## config.mk

```make
export PLATFORM = sky130hd
export DESIGN_NAME = uart_tx
export DESIGN_NICKNAME = d
export VERILOG_FILES = /design/src/rtl/uart_pkg.sv /design/src/rtl/uart_baud_counter.sv /design/src/rtl/uart_tx.sv
export SDC_FILE = /design/constraint.sdc
export NUM_CORES = 1
export LEC_CHECK = 0
export BUFFER_PORTS_ARGS = -buffer_cell sky130_fd_sc_hd__clkbuf_2
export CORE_UTILIZATION = 60
export CTS_BUF_LIST = sky130_fd_sc_hd__clkbuf_16
export DETAILED_ROUTE_END_ITERATION = 7
export HOLD_SLACK_MARGIN = 0.06
export PLACE_DENSITY = 0.86
export SLEW_MARGIN = 20
export SYNTH_ARGS = -nofsm -noshare
export SYNTH_HDL_FRONTEND = slang
export SYNTH_SLANG_ARGS = --single-unit
```

## constraint.sdc

```tcl
create_clock -name clk -period 2.7 [get_ports clk]
set_input_delay 0.54 -clock clk [delete_from_list [all_inputs] [get_ports clk]]
set_output_delay 0.54 -clock clk [all_outputs]
set_load 0.005 [all_outputs]
```

## src/rtl/uart_pkg.sv

```systemverilog
// UART shared definitions: FSM states, control register bits, default baud.
// Used by uart_tx and the baud counter (and later uart_rx).
package uart_pkg;

    typedef enum logic [1:0] {
        ST_IDLE  = 2'd0,
        ST_START = 2'd1,
        ST_DATA  = 2'd2,
        ST_STOP  = 2'd3
    } tx_state_e;

    localparam int CTRL_TX_EN            = 0;
    localparam int CTRL_TX_SENDING       = 1;
    localparam int CTRL_RX_CONTAINS_DATA = 2;

    // 50 MHz / 115200 baud
    localparam int DEFAULT_CLKS_PER_BIT = 434;

endpackage

```

## src/rtl/uart_baud_counter.sv

```systemverilog
// Baud timer: counts 0..CLKS_PER_BIT-1 while run is high, ticks at terminal.
// Held at zero while run is low so each frame starts on a clean bit boundary.
module uart_baud_counter
    import uart_pkg::*;
#(
    parameter int CLKS_PER_BIT = DEFAULT_CLKS_PER_BIT
) (
    input  logic clk,
    input  logic rst,
    input  logic run,
    output logic tick
);

    localparam int CW = $clog2(CLKS_PER_BIT);
    localparam logic [CW-1:0] TERM = CW'(CLKS_PER_BIT - 1);

    logic [CW-1:0] cnt_q;
    logic [CW-1:0] cnt_d;

    assign tick = run && (cnt_q == TERM);

    always_comb begin
        cnt_d = cnt_q;
        if (!run || tick) begin
            cnt_d = '0;
        end else begin
            cnt_d = cnt_q + 1'b1;
        end
    end

    always_ff @(posedge clk) begin
        if (rst) begin
            cnt_q <= '0;
        end else begin
            cnt_q <= cnt_d;
        end
    end

endmodule

```

## src/rtl/uart_tx.sv

```systemverilog
// 8N1 UART transmitter with registered serial output and status pulses.
// A new frame may be accepted on the tx_done cycle for back-to-back sends.
module uart_tx
    import uart_pkg::*;
#(
    parameter int CLKS_PER_BIT = DEFAULT_CLKS_PER_BIT
) (
    input  logic       clk,
    input  logic       rst,
    input  logic       tx_en,
    input  logic [7:0] tx_data,
    output logic       tx,
    output logic       tx_start,
    output logic       tx_sending,
    output logic       tx_done
);

    tx_state_e  state_q, state_d;
    logic [7:0] shift_q, shift_d;
    logic [2:0] bit_q, bit_d;
    logic       tx_q, tx_d;
    logic       start_q, start_d;
    logic       done_q, done_d;
    logic       run;
    logic       tick;

    assign run = (state_q != ST_IDLE);

    uart_baud_counter #(
        .CLKS_PER_BIT(CLKS_PER_BIT)
    ) u_baud (
        .clk (clk),
        .rst (rst),
        .run (run),
        .tick(tick)
    );

    always_comb begin
        state_d = state_q;
        shift_d = shift_q;
        bit_d   = bit_q;
        tx_d    = tx_q;
        start_d = 1'b0;
        done_d  = 1'b0;
        unique case (state_q)
            ST_IDLE: begin
                tx_d  = 1'b1;
                bit_d = 3'd0;
                if (tx_en) begin
                    state_d = ST_START;
                    shift_d = tx_data;
                    tx_d    = 1'b0;
                    start_d = 1'b1;
                end
            end
            ST_START: begin
                if (tick) begin
                    state_d = ST_DATA;
                    tx_d    = shift_q[0];
                end
            end
            ST_DATA: begin
                if (tick) begin
                    // shift_q[0] is always the bit currently on the line
                    if (bit_q == 3'd7) begin
                        state_d = ST_STOP;
                        tx_d    = 1'b1;
                    end else begin
                        bit_d   = bit_q + 3'd1;
                        shift_d = {1'b0, shift_q[7:1]};
                        tx_d    = shift_q[1];
                    end
                end
            end
            ST_STOP: begin
                if (tick) begin
                    state_d = ST_IDLE;
                    done_d  = 1'b1;
                end
            end
            default: begin
                state_d = ST_IDLE;
                tx_d    = 1'b1;
            end
        endcase
    end

    always_ff @(posedge clk) begin
        if (rst) begin
            state_q <= ST_IDLE;
            shift_q <= 8'h00;
            bit_q   <= 3'd0;
            tx_q    <= 1'b1;
            start_q <= 1'b0;
            done_q  <= 1'b0;
        end else begin
            state_q <= state_d;
            shift_q <= shift_d;
            bit_q   <= bit_d;
            tx_q    <= tx_d;
            start_q <= start_d;
            done_q  <= done_d;
        end
    end

    assign tx         = tx_q;
    assign tx_start   = start_q;
    assign tx_sending = run;
    assign tx_done    = done_q;

endmodule

```

==> results of run 1 <==
[area by class of cell]
cell class | count | area, µm² | area share, %
clock buffer | 3 | 75.07 | 5.042
clock inverter | 1 | 3.754 | 0.2521
inverter | 5 | 18.77 | 1.261
multi-input combinational | 105 | 787.0 | 52.86
sequential | 25 | 500.5 | 33.61
tap | 27 | 33.78 | 2.269
timing repair buffer | 14 | 70.07 | 4.706
[flip-flops by register name (all words and copies together) (netlist names)]
register / cells
tx_start: 1
bit_q: 3
state_q: 2
tx_done: 1
u_baud.cnt_q: 9
shift_q: 8
tx: 1
[routing by layer]
| layer | vias up | global-route usage [%] | share of wire, % |
|---|---|---|---|
| met2 | 21 | 47.22 | 50 |
| met1 | 514 | 31.18 | 45 |
| met5 | - | 0 | 0 |
| met4 | 0 | 14.22 | 2.4 |
| met3 | 7 | 4.984 | 2.4 |
| li1 | 537 | - | - |
[worst paths after layout]
path                        start         endpoint  cells past startpoint
hold reg to reg   u_baud.cnt_q[0]  u_baud.cnt_q[0]                      1
hold / removal    u_baud.cnt_q[0]  u_baud.cnt_q[0]                      1
setup reg to reg       state_q[0]       shift_q[3]                      6
setup / recovery       state_q[0]       shift_q[3]                      6
[metrics by stage]
step                      setup WS [ns]  hold slack [ns]  instance area [µm²]  total power (W)
after floorplan                   1.033           0.4295                 1324        0.0008480
after global placement           0.6283           0.4457                 1410        0.0009291
after detailed placement         0.5045           0.4590                 1410        0.0009698
after CTS                        0.4799           0.4728                 1489         0.001295
after global routing             0.3000           0.4929                 1489         0.001367
final                            0.4629           0.4658                 1489         0.001296
[critical path: stages (launching register included)]
cell      delay [ns]
dfxtp_1         0.34
inv_1           0.11
ha_1            0.60
nor2b_1         0.29
nand4_1         0.30
o21ai_2         0.31
a211oi_2        0.14
[power by group through the flow]
stage / combinational, W / clock, W / sequential [W]
2_1_floorplan: 0.000375 / 0 / 0.000473
3_3_place_gp: 0.000452 / 0 / 0.000477
3_5_place_dp: 0.000486 / 0 / 0.000483
4_1_cts: 0.000492 / 0.000327 / 0.000475
5_1_grt: 0.000543 / 0.000342 / 0.000481
6_report: 0.000496 / 0.000323 / 0.000477
[cell usage in the layout (no fill, tap or decap), types with 6 or more instances in the layout]
| cell | Yosys | layout |
|---|---|---|
| nand3_1 | 6 | 6 |
| clkbuf_2 | 0 | 14 |
| ha_1 | 9 | 9 |
| nand2_1 | 9 | 9 |
| a21oi_1 | 7 | 7 |
| nor2_1 | 12 | 12 |
| nor3_1 | 9 | 9 |
| inv_1 | 5 | 6 |
| dfxtp_1 | 25 | 25 |
| mux2i_1 | 8 | 8 |
| a211oi_2 | 7 | 7 |
[logic make-up (layout without fill, tap and decap cells)]
logic type / Yosys count / count (layout)
flip-flops: 25 / 25
multiplexers: 8 / 8
AO/OA/AOI/OAI: 26 / 26
buffers and inverters: 9 / 23
adder cells (fa/ha/maj): 9 / 9
XOR/XNOR: 5 / 5
AND/OR/NAND/NOR: 57 / 57
==> impl_results.md, run 1 <==
* Max Cap Viol at 0
* Final ANT Viol Nets at 0
* Worst min path class: flip-flop to flip-flop
* Cells taking the most area after synthesis: dfxtp_1, ha_1, a211oi_2
* CP max FO at 15
* Critical Path RT at 2.82 ns
* Critical path startpoint category: flip-flop
* GRT Overall Usage at 27.04%
* CTS tree: built
* Simple-gate share of the synthesized area at 26.18%
* Period utilization at 82.86%
* Final WL at 2.904 mm
* Vias in the first global route at 1,048
* Mapped cell area at 1324 µm²
* Final Critical Period at 2.237 ns
* XOR/XNOR Fraction of Synth Area at 3.308%
* Grt total ovfl at 0
* Core area at 2022 µm²
* Top cells by count, synth: dfxtp_1, nor2_1, ha_1, nand2_1, nor3_1
* Relative slew slack at 55.48%
* Post-synth EDFFs at 0
* Port bufs at 14
* Pin count of the biggest net entering global routing at 19
* NetSw at 0.0004769 W
* Worst reg-to-reg setup slack at 0.46 ns
* Synthesized area per cell at 9.524 µm²
* Clock root cell: clkbuf_16
* Initial core utilization at 65.47%
* Worst-path clk slew at 0.06 ns
* Hpwl dp at 2.109 mm
* Final Max Slew Viols at 0
* Final GP Congestion at 0.8080
* Syn. warnings at 0
* Post-cts sizing count at 0
* Setup_tns at 0 ns
* Synth top area share at 37.81%
* Fin nets at 174
* Main synth FF type: dfxtp_1
* Die span in y at 48.97 µm
* I/O pin total at 15
* Comb pwr share at 38.3%
* Crit Path Class: flip-flop to flip-flop
* Compound-Gate Fraction of Synth Area at 15.41%
* Site row count at 16
* Synthesized Nets at 159
* First-pass GRT wire length at 4.788 mm
* N_diodes at 0
* Die footprint at 2398 µm²
* Post-synthesis adder-cell area fraction at 8.507%
* Sequential share of the synthesized area at 37.81%
* Yosys top cell by area: dfxtp_1
* Fmax at 0.4470 GHz
* Cell Int Power at 0.0008188 W
* #FFs+latches synth at 25
* P per Cell Area at 870.2 nW/µm²
* Clk sink count at 25
* Worst skew pair latency at 0.26 ns
* Post-CTS setup buffer count at 0
* Largest family of logic cells by synthesized area: simple AND/OR/NAND/NOR gates
* Tightest Pin Transition at 0.6678 ns
* Setup crit end kind: flip-flop
* Ys async rst share at 0%
* Detailed Routing Iterations Pass 1 at 4
* Pleak at 0.5856 nW
* Fin. Hold Viols at 0
* Most frequent cell after synthesis: dfxtp_1
* Chip Width at 48.97 µm
* Cells after Synth at 139
* Fill cell count at 140
* Placed Cells incl. Taps at 176
* Share of layout cells above drive strength 1 at 19.61%
* Crit path DAT at 2.36 ns
* Clk buf depth at 2
* Via density at 5.994
* Outcome: finished, final reports clean
* Initial detailed-routing violation count at 18
* Via count at 1,079
* Final Util at 73.64%
* Switching Share at 36.81%
* Post-route DRC at 0
* Multiplexer area fraction after synthesis at 6.049%
* CTS Buf Count at 3
* Share of total power in the clock network at 24.9%
* Worst ir drop on vdd at 0.7208 mV
* Synth cell types at 35
* H-tree depth at 1
* Post-CTS Hold Buffers at 0
* Final setup viols at 0
* Seq pwr share at 36.8%
* Wire length per cell at 16.13 µm
* Initial antenna violation count at 0
* Area Overhead vs Synth at 12.48%
* Post-route insts no fill at 180
* RSZ-0062 raised after global routing: no
* Clock skew at 0.0009940 ns
Note: power is estimated with default switching activity, not from simulation.
==> run 2: changes to the inputs <==
--- a/config.mk
+++ b/config.mk
@@ -6,11 +6,11 @@
 export NUM_CORES = 1
 export LEC_CHECK = 0
 export BUFFER_PORTS_ARGS = -buffer_cell sky130_fd_sc_hd__clkbuf_2
-export CORE_UTILIZATION = 60
+export CORE_UTILIZATION = 51
 export CTS_BUF_LIST = sky130_fd_sc_hd__clkbuf_16
 export DETAILED_ROUTE_END_ITERATION = 7
 export HOLD_SLACK_MARGIN = 0.06
-export PLACE_DENSITY = 0.86
+export PLACE_DENSITY = 0.78
 export SLEW_MARGIN = 20
 export SYNTH_ARGS = -nofsm -noshare
 export SYNTH_HDL_FRONTEND = slang
==> constraint.sdc (replaced) <==
create_clock -name clk -period 2 [get_ports clk]
set_input_delay 0.4 -clock clk [delete_from_list [all_inputs] [get_ports clk]]
set_output_delay 0.4 -clock clk [all_outputs]
set_load 0.005 [all_outputs]
==> impl_results.md, run 2 (synthesis gave the netlist of run 1 again) <==
* Tightest Pin Transition at 0.4564 ns (-0.2114 ns)
* CP max FO at 5 (-10)
* Hpwl dp at 1.765 mm (-16%)
* Post-CTS setup buffer count at 0 (unchanged)
* Hold Path Cell Cnt at 3 (+2)
* Site row count at 18 (+2)
* Via density at 5.723 (-4.5%)
* H-tree depth at 1 (unchanged)
* Final Max Slew Viols at 0 (unchanged)
* Area Overhead vs Synth at 15.88%
* Via count at 1,076 (-0.28%)
* Final ANT Viol Nets at 0 (unchanged)
* N_diodes at 0 (unchanged)
* Comb pwr share at 39.0% (+0.7 points)
* Top reg by flops: u_baud.cnt_q
* Setup_tns at 0 ns (unchanged)
* Outcome: finished, final reports clean
* Worst skew pair latency at 0.26 ns (about the same)
* Crit Path Class: flip-flop to flip-flop
* Largest regs: u_baud.cnt_q: 9 flops, shift_q: 8 flops, bit_q: 3 flops
* Pin count of the biggest net entering global routing at 19 (unchanged)
* Core area at 2455 µm² (+21%)
* Initial antenna violation count at 0 (unchanged)
* Clk sink count at 25 (unchanged)
* I/O pin total at 15 (unchanged)
* Worst reg-to-reg setup slack at 0.13 ns (-0.33 ns)
* Pleak at 0.6052 nW (+3.4%)
* Switching Share at 35.63% (-1.2 points)
* Share of layout cells above drive strength 1 at 22.78% (+3.2 points)
* Grt total ovfl at 0 (unchanged)
* Setup crit end kind: flip-flop
* Critical Path RT at 2.13 ns (-0.69 ns)
* Max Cap Viol at 0 (unchanged)
* Chip Width at 52.95 µm (+8.1%)
* Reg2reg end: state_q[0]
* Final setup viols at 0 (unchanged)
* Seq pwr share at 35.7% (-1.1 points)
* Cell Int Power at 0.001152 W (+41%)
* Reg2reg path depth at 6 (unchanged)
* Initial detailed-routing violation count at 26 (+8)
* Vias in the first global route at 954 (-9.0%)
* RSZ-0062 raised after global routing: no
* Area of the multi-input gates at 787.0 µm² (unchanged)
* Final WL at 2.486 mm (-14%)
* Hold Crit Endpoint: shift_q[7]
* First-pass GRT wire length at 4.022 mm (-16%)
* Commonest cells after routing, fill and taps aside: dfxtp_1, clkbuf_2, nor2_1
* Final Util at 62.49% (-11 points)
* Final Critical Period at 1.866 ns (-0.3707 ns)
* Crit path DAT at 1.99 ns (-0.37 ns)
* Wire length per cell at 13.22 µm (-18%)
* Initial core utilization at 53.92% (-12 points)
* Detailed Routing Iterations Pass 1 at 6 (+2)
* Fin nets at 179 (+2.9%)
* Period utilization at 93.32% (+10 points)
* CTS Buf Count at 3 (unchanged)
* Post-CTS Hold Buffers at 0 (unchanged)
* Critical path startpoint category: flip-flop
* Worst-path clk slew at 0.07 ns (about the same)
* Share of total power in the clock network at 25.3% (+0.4 points)
* Final GP Congestion at 0.9141 (+13%)
* HP Start: tx_data[7]
* Fill cell count at 209 (+49%)
* Clk buf depth at 2 (unchanged)
* Relative slew slack at 69.57% (+14 points)
* Worst min path class: primary input to flip-flop
* Worst setup margin at 0.1335 ns (-0.3293 ns)
* Post-route DRC at 0 (unchanged)
* Clock skew at 0.001622 ns (+0.0006277 ns)
* Worst slack, placed at 0.1579 ns (-0.3467 ns)
* Commonest non-fill, non-tap cell in the layout: dfxtp_1
* Storage cell area at 500.5 µm² (unchanged)
* Fmax at 0.5358 GHz (+20%)
* RR Startpoint: state_q[0]
* Worst ir drop on vdd at 0.6859 mV (-4.8%)
* P per Cell Area at 1167 nW/µm² (+34%)
* Die footprint at 2803 µm² (+17%)
* GRT Overall Usage at 19.71% (-7.3 points)
* NetSw at 0.0006375 W (+34%)
* Post-cts sizing count at 0 (unchanged)
* CTS tree: built
* Port bufs at 14 (unchanged)
* Clock root cell: clkbuf_16
* Fin. Hold Viols at 0 (unchanged)
* Die span in y at 52.95 µm (+8.1%)
* Max reg flops at 9 (unchanged)
## run 2: cell types whose count changed in the layout (fill, tap and decap cells not counted), sizes merged
cell	change
clkinvlp	+1
inv	-1
buf	+5
## run 2: worst max-delay path by stage
stage,cells past startpoint,to,start
2_1_floorplan,6,state_q[0],state_q[0]
3_3_place_gp,5,shift_q[1],state_q[1]
3_5_place_dp,5,shift_q[5],state_q[1]
4_1_cts,5,shift_q[6],state_q[1]
5_1_grt,6,shift_q[5],state_q[1]
6_report,6,state_q[0],state_q[0]
## run 2: through the flow
stage | power (W) | cells | instance area [µm²] | hold WS [ns]
finish | 0.001789 | 188 | 1534 | 0.3753
global placement | 0.001301 | 183 | 1444 | 0.4447
floorplan | 0.001145 | 139 | 1324 | 0.4295
detailed placement | 0.001332 | 183 | 1444 | 0.4580
global route | 0.001894 | 188 | 1534 | 0.3895
CTS | 0.001788 | 187 | 1526 | 0.3747
## run 2: power by group through the flow
stage          clock network, W  logic [W]  registers [W]
4_1_cts                0.000460   0.000689       0.000639
5_1_grt                0.000480   0.000762       0.000652
2_1_floorplan                 0   0.000507       0.000638
3_5_place_dp                  0   0.000682       0.000650
6_report               0.000453   0.000698       0.000639
3_3_place_gp                  0   0.000657       0.000644
## run 2: final cells by class
cell class / count / share of cell area, %
Clock buffer: 3 / 4.894
Multi-Input combinational cell: 105 / 51.31
Inverter: 5 / 1.223
Clock inverter: 1 / 0.4894
Tap cell: 30 / 2.447
Timing Repair Buffer: 19 / 7.015
Sequential cell: 25 / 32.63
## run 2: per-layer routing
layer	vias up	global-route usage, %	share of wire, %
met5	-	0	0
met4	0	10.09	1.3
met3	4	4.023	2.8
met2	17	31.65	47
met1	506	24.65	49
li1	549	-	-
## run 2: worst max-delay path, cell delays in order, from the launching register on
cell and delay [ns]:
dfxtp_1 0.38, inv_1 0.11, ha_1 0.26, nor3_2 0.32, nand2_1 0.12, a2111oi_0 0.44, nor3_1 0.10
==> run 3: changes to the inputs <==
--- a/config.mk
+++ b/config.mk
@@ -6,11 +6,12 @@
 export NUM_CORES = 1
 export LEC_CHECK = 0
 export BUFFER_PORTS_ARGS = -buffer_cell sky130_fd_sc_hd__clkbuf_2
-export CORE_UTILIZATION = 51
-export CTS_BUF_LIST = sky130_fd_sc_hd__clkbuf_16
+export CORE_UTILIZATION = 54
+export CTS_BUF_LIST = sky130_fd_sc_hd__clkbuf_8
+export CTS_CLUSTER_DIAMETER = 50
 export DETAILED_ROUTE_END_ITERATION = 7
 export HOLD_SLACK_MARGIN = 0.06
-export PLACE_DENSITY = 0.78
+export PLACE_DENSITY = 0.81
 export SLEW_MARGIN = 20
 export SYNTH_ARGS = -nofsm -noshare
 export SYNTH_HDL_FRONTEND = slang
==> impl_results.md, run 3 (synthesis gave the netlist of run 1 again) <==
* Critical Path RT at 2.14 ns (about the same)
* Placed Cells incl. Taps at 182 (-0.55%)
* Largest regs: u_baud.cnt_q: 9 flops, shift_q: 8 flops, bit_q: 3 flops
* Worst min path class: primary input to flip-flop
* Pleak at 0.5974 nW (-1.3%)
* Initial core utilization at 58.71% (+4.8 points)
* Core area at 2255 µm² (-8.2%)
* Final setup viols at 0 (unchanged)
* Final Max Slew Viols at 0 (unchanged)
* Cell Int Power at 0.001008 W (-12%)
* Pin count of the biggest net entering global routing at 19 (unchanged)
* CTS tree: built
* Cell Chain, Critical Path: inv_1 -> ha_1 -> nor3_4 -> nand2_1 -> a2111oi_0 -> nor3_1
* Wire length per cell at 13.68 µm (+3.5%)
* Period utilization at 92.67% (-0.66 points)
* Worst path buffer plus inverter count at 1 (unchanged)
* Final WL at 2.545 mm (+2.4%)
* Share of total power in the clock network at 18.1% (-7.2 points)
* Reg2reg path depth at 6 (unchanged)
* Final ANT Viol Nets at 0 (unchanged)
* Met3 Track Usage GR at 4.094% (+0.071 points)
* Instance count on the critical path at 6 (unchanged)
* H-tree depth at 1 (unchanged)
* Via density at 5.758 (+0.61%)
* First-pass GRT wire length at 4.353 mm (+8.2%)
* Final Util at 66.54% (+4.0 points)
* Max reg flops at 9 (unchanged)
* NetSw at 0.0006180 W (-3.1%)
* Detailed Routing Iterations Pass 1 at 4 (-2)
* Crit Path Class: flip-flop to flip-flop
* Switching Share at 38.00% (+2.4 points)
* Final GP Congestion at 0.8627 (-5.6%)
* Seq pwr share at 39.4% (+3.7 points)
* Fill cell count at 190 (-9.1%)
* N_diodes at 0 (unchanged)
* Commonest non-fill, non-tap cell in the layout: dfxtp_1
* CP delay by family, top: simple AND/OR/NAND/NOR gates
* Largest stage delay on the critical path at 0.43 ns (about the same)
* P per Cell Area at 1084 nW/µm² (-7.1%)
* Share of layout cells above drive strength 1 at 22.15% (-0.63 points)
* Post-route insts no fill at 186 (-1.1%)
* Comb pwr share at 42.5% (+3.5 points)
* GRT Overall Usage at 21.84% (+2.1 points)
* GR peak layer: met2
* Crit path DAT at 1.99 ns (about the same)
* Post-CTS setup buffer count at 0 (unchanged)
* I/O pin total at 15 (unchanged)
* Top reg by flops: u_baud.cnt_q
* Worst ir drop on vdd at 0.7372 mV (+7.5%)
* Site row count at 17 (-1)
* Port bufs at 14 (unchanged)
* Die span in y at 51.51 µm (-2.7%)
* Commonest cells after routing, fill and taps aside: dfxtp_1, clkbuf_2, nor2_1
* Max Cap Viol at 0 (unchanged)
* Die footprint at 2653 µm² (-5.3%)
* Hold Path Cell Cnt at 3 (unchanged)
* Setup crit end kind: flip-flop
* Initial antenna violation count at 0 (unchanged)
* Slowest stage cell, crit path: a2111oi_0
* Clock root cell: clkbuf_8
* Via count at 1,071 (-0.46%)
* Post-route DRC at 0 (unchanged)
* Critical path startpoint category: flip-flop
* M2 GR Usage at 34.85% (+3.2 points)
* Vias in the first global route at 1,012 (+6.1%)
* Outcome: finished, final reports clean
* Worst-path clk slew at 0.09 ns (+0.02 ns)
* Hpwl dp at 1.921 mm (+8.8%)
* Setup_tns at 0 ns (unchanged)
* Post-CTS Hold Buffers at 0 (unchanged)
* Fin. Hold Viols at 0 (unchanged)
* CTS Buf Count at 3 (unchanged)
* Worst skew pair latency at 0.27 ns (about the same)
* Fin nets at 179 (unchanged)
* Area Overhead vs Synth at 13.33%
* CP max FO at 6 (+1)
* Clock skew at 0.004348 ns (+0.002727 ns)
* Chip Width at 51.51 µm (-2.7%)
* Clk sink count at 25 (unchanged)
* Fmax at 0.5396 GHz (+0.71%)
* Tightest Pin Transition at 0.4491 ns (-0.007349 ns)
* Post-cts sizing count at 0 (unchanged)
* Grt met1 use at 28.28% (+3.6 points)
* Relative slew slack at 70.06% (+0.49 points)
* Grt total ovfl at 0 (unchanged)
* RSZ-0062 raised after global routing: no
* Clk buf depth at 2 (unchanged)
* Initial detailed-routing violation count at 18 (-31%)
* Final Critical Period at 1.853 ns (-0.01314 ns)
-- run 3: cell count changes in the layout (fill, tap and decap cells not counted), sizes merged --
| cell | previous run | this run |
|---|---|---|
| inv | 5 | 6 |
| clkinvlp | 1 | 0 |
-- run 3: through the flow --
step	setup WS, ns	power (W)	area, µm²	hold WS, ns
2_1_floorplan	0.3332	0.001145	1324	0.4295
3_3_place_gp	0.2658	0.001284	1449	0.4465
3_5_place_dp	0.1006	0.001321	1449	0.4559
4_1_cts	0.08742	0.001618	1494	0.3446
5_1_grt	0.007964	0.001736	1500	0.3602
6_report	0.1467	0.001626	1500	0.3510
-- run 3: power groups by stage --
stage | registers [W] | clock network (W) | logic (W)
after floorplan | 0.000638 | 0 | 0.000507
after global placement | 0.000645 | 0 | 0.000639
after detailed placement | 0.000653 | 0 | 0.000669
after CTS | 0.000641 | 0.000307 | 0.000671
after global routing | 0.000650 | 0.000320 | 0.000766
final | 0.000641 | 0.000294 | 0.000691
-- run 3: tightest hold or removal path, delay by kind of cell --
kind | cells | cell delay [ns]
simple gates | 1 | 0.05
compound gates | 1 | 0.05
buf+inv | 1 | 0.08
-- run 3: layout make-up --
| class | count | area, µm² | area share [%] |
|---|---|---|---|
| clock buffer | 3 | 41.29 | 2.752 |
| clock inverter | 1 | 3.754 | 0.2502 |
| inverter | 5 | 18.77 | 1.251 |
| multi-input combinational | 105 | 793.3 | 52.88 |
| sequential | 25 | 500.5 | 33.36 |
| tap | 28 | 35.03 | 2.335 |
| timing repair buffer | 19 | 107.6 | 7.173 |
-- run 3: metal layers --
metal	share of wire [%]	vias up	wire [µm]
li1	-	545	-
met1	48	499	1226
met2	47	21	1200
met3	2.8	6	70
met4	1.9	0	48
met5	0	-	0
-- run 3: path summary, 6_finish.rpt --
check	from	end	slack (ns)
worst min register to register	u_baud.cnt_q[0]	u_baud.cnt_q[0]	0.47
worst max-delay path	state_q[0]	state_q[0]	0.15
worst min-delay path	tx_data[7]	shift_q[7]	0.35
worst max register to register	state_q[0]	state_q[0]	0.15
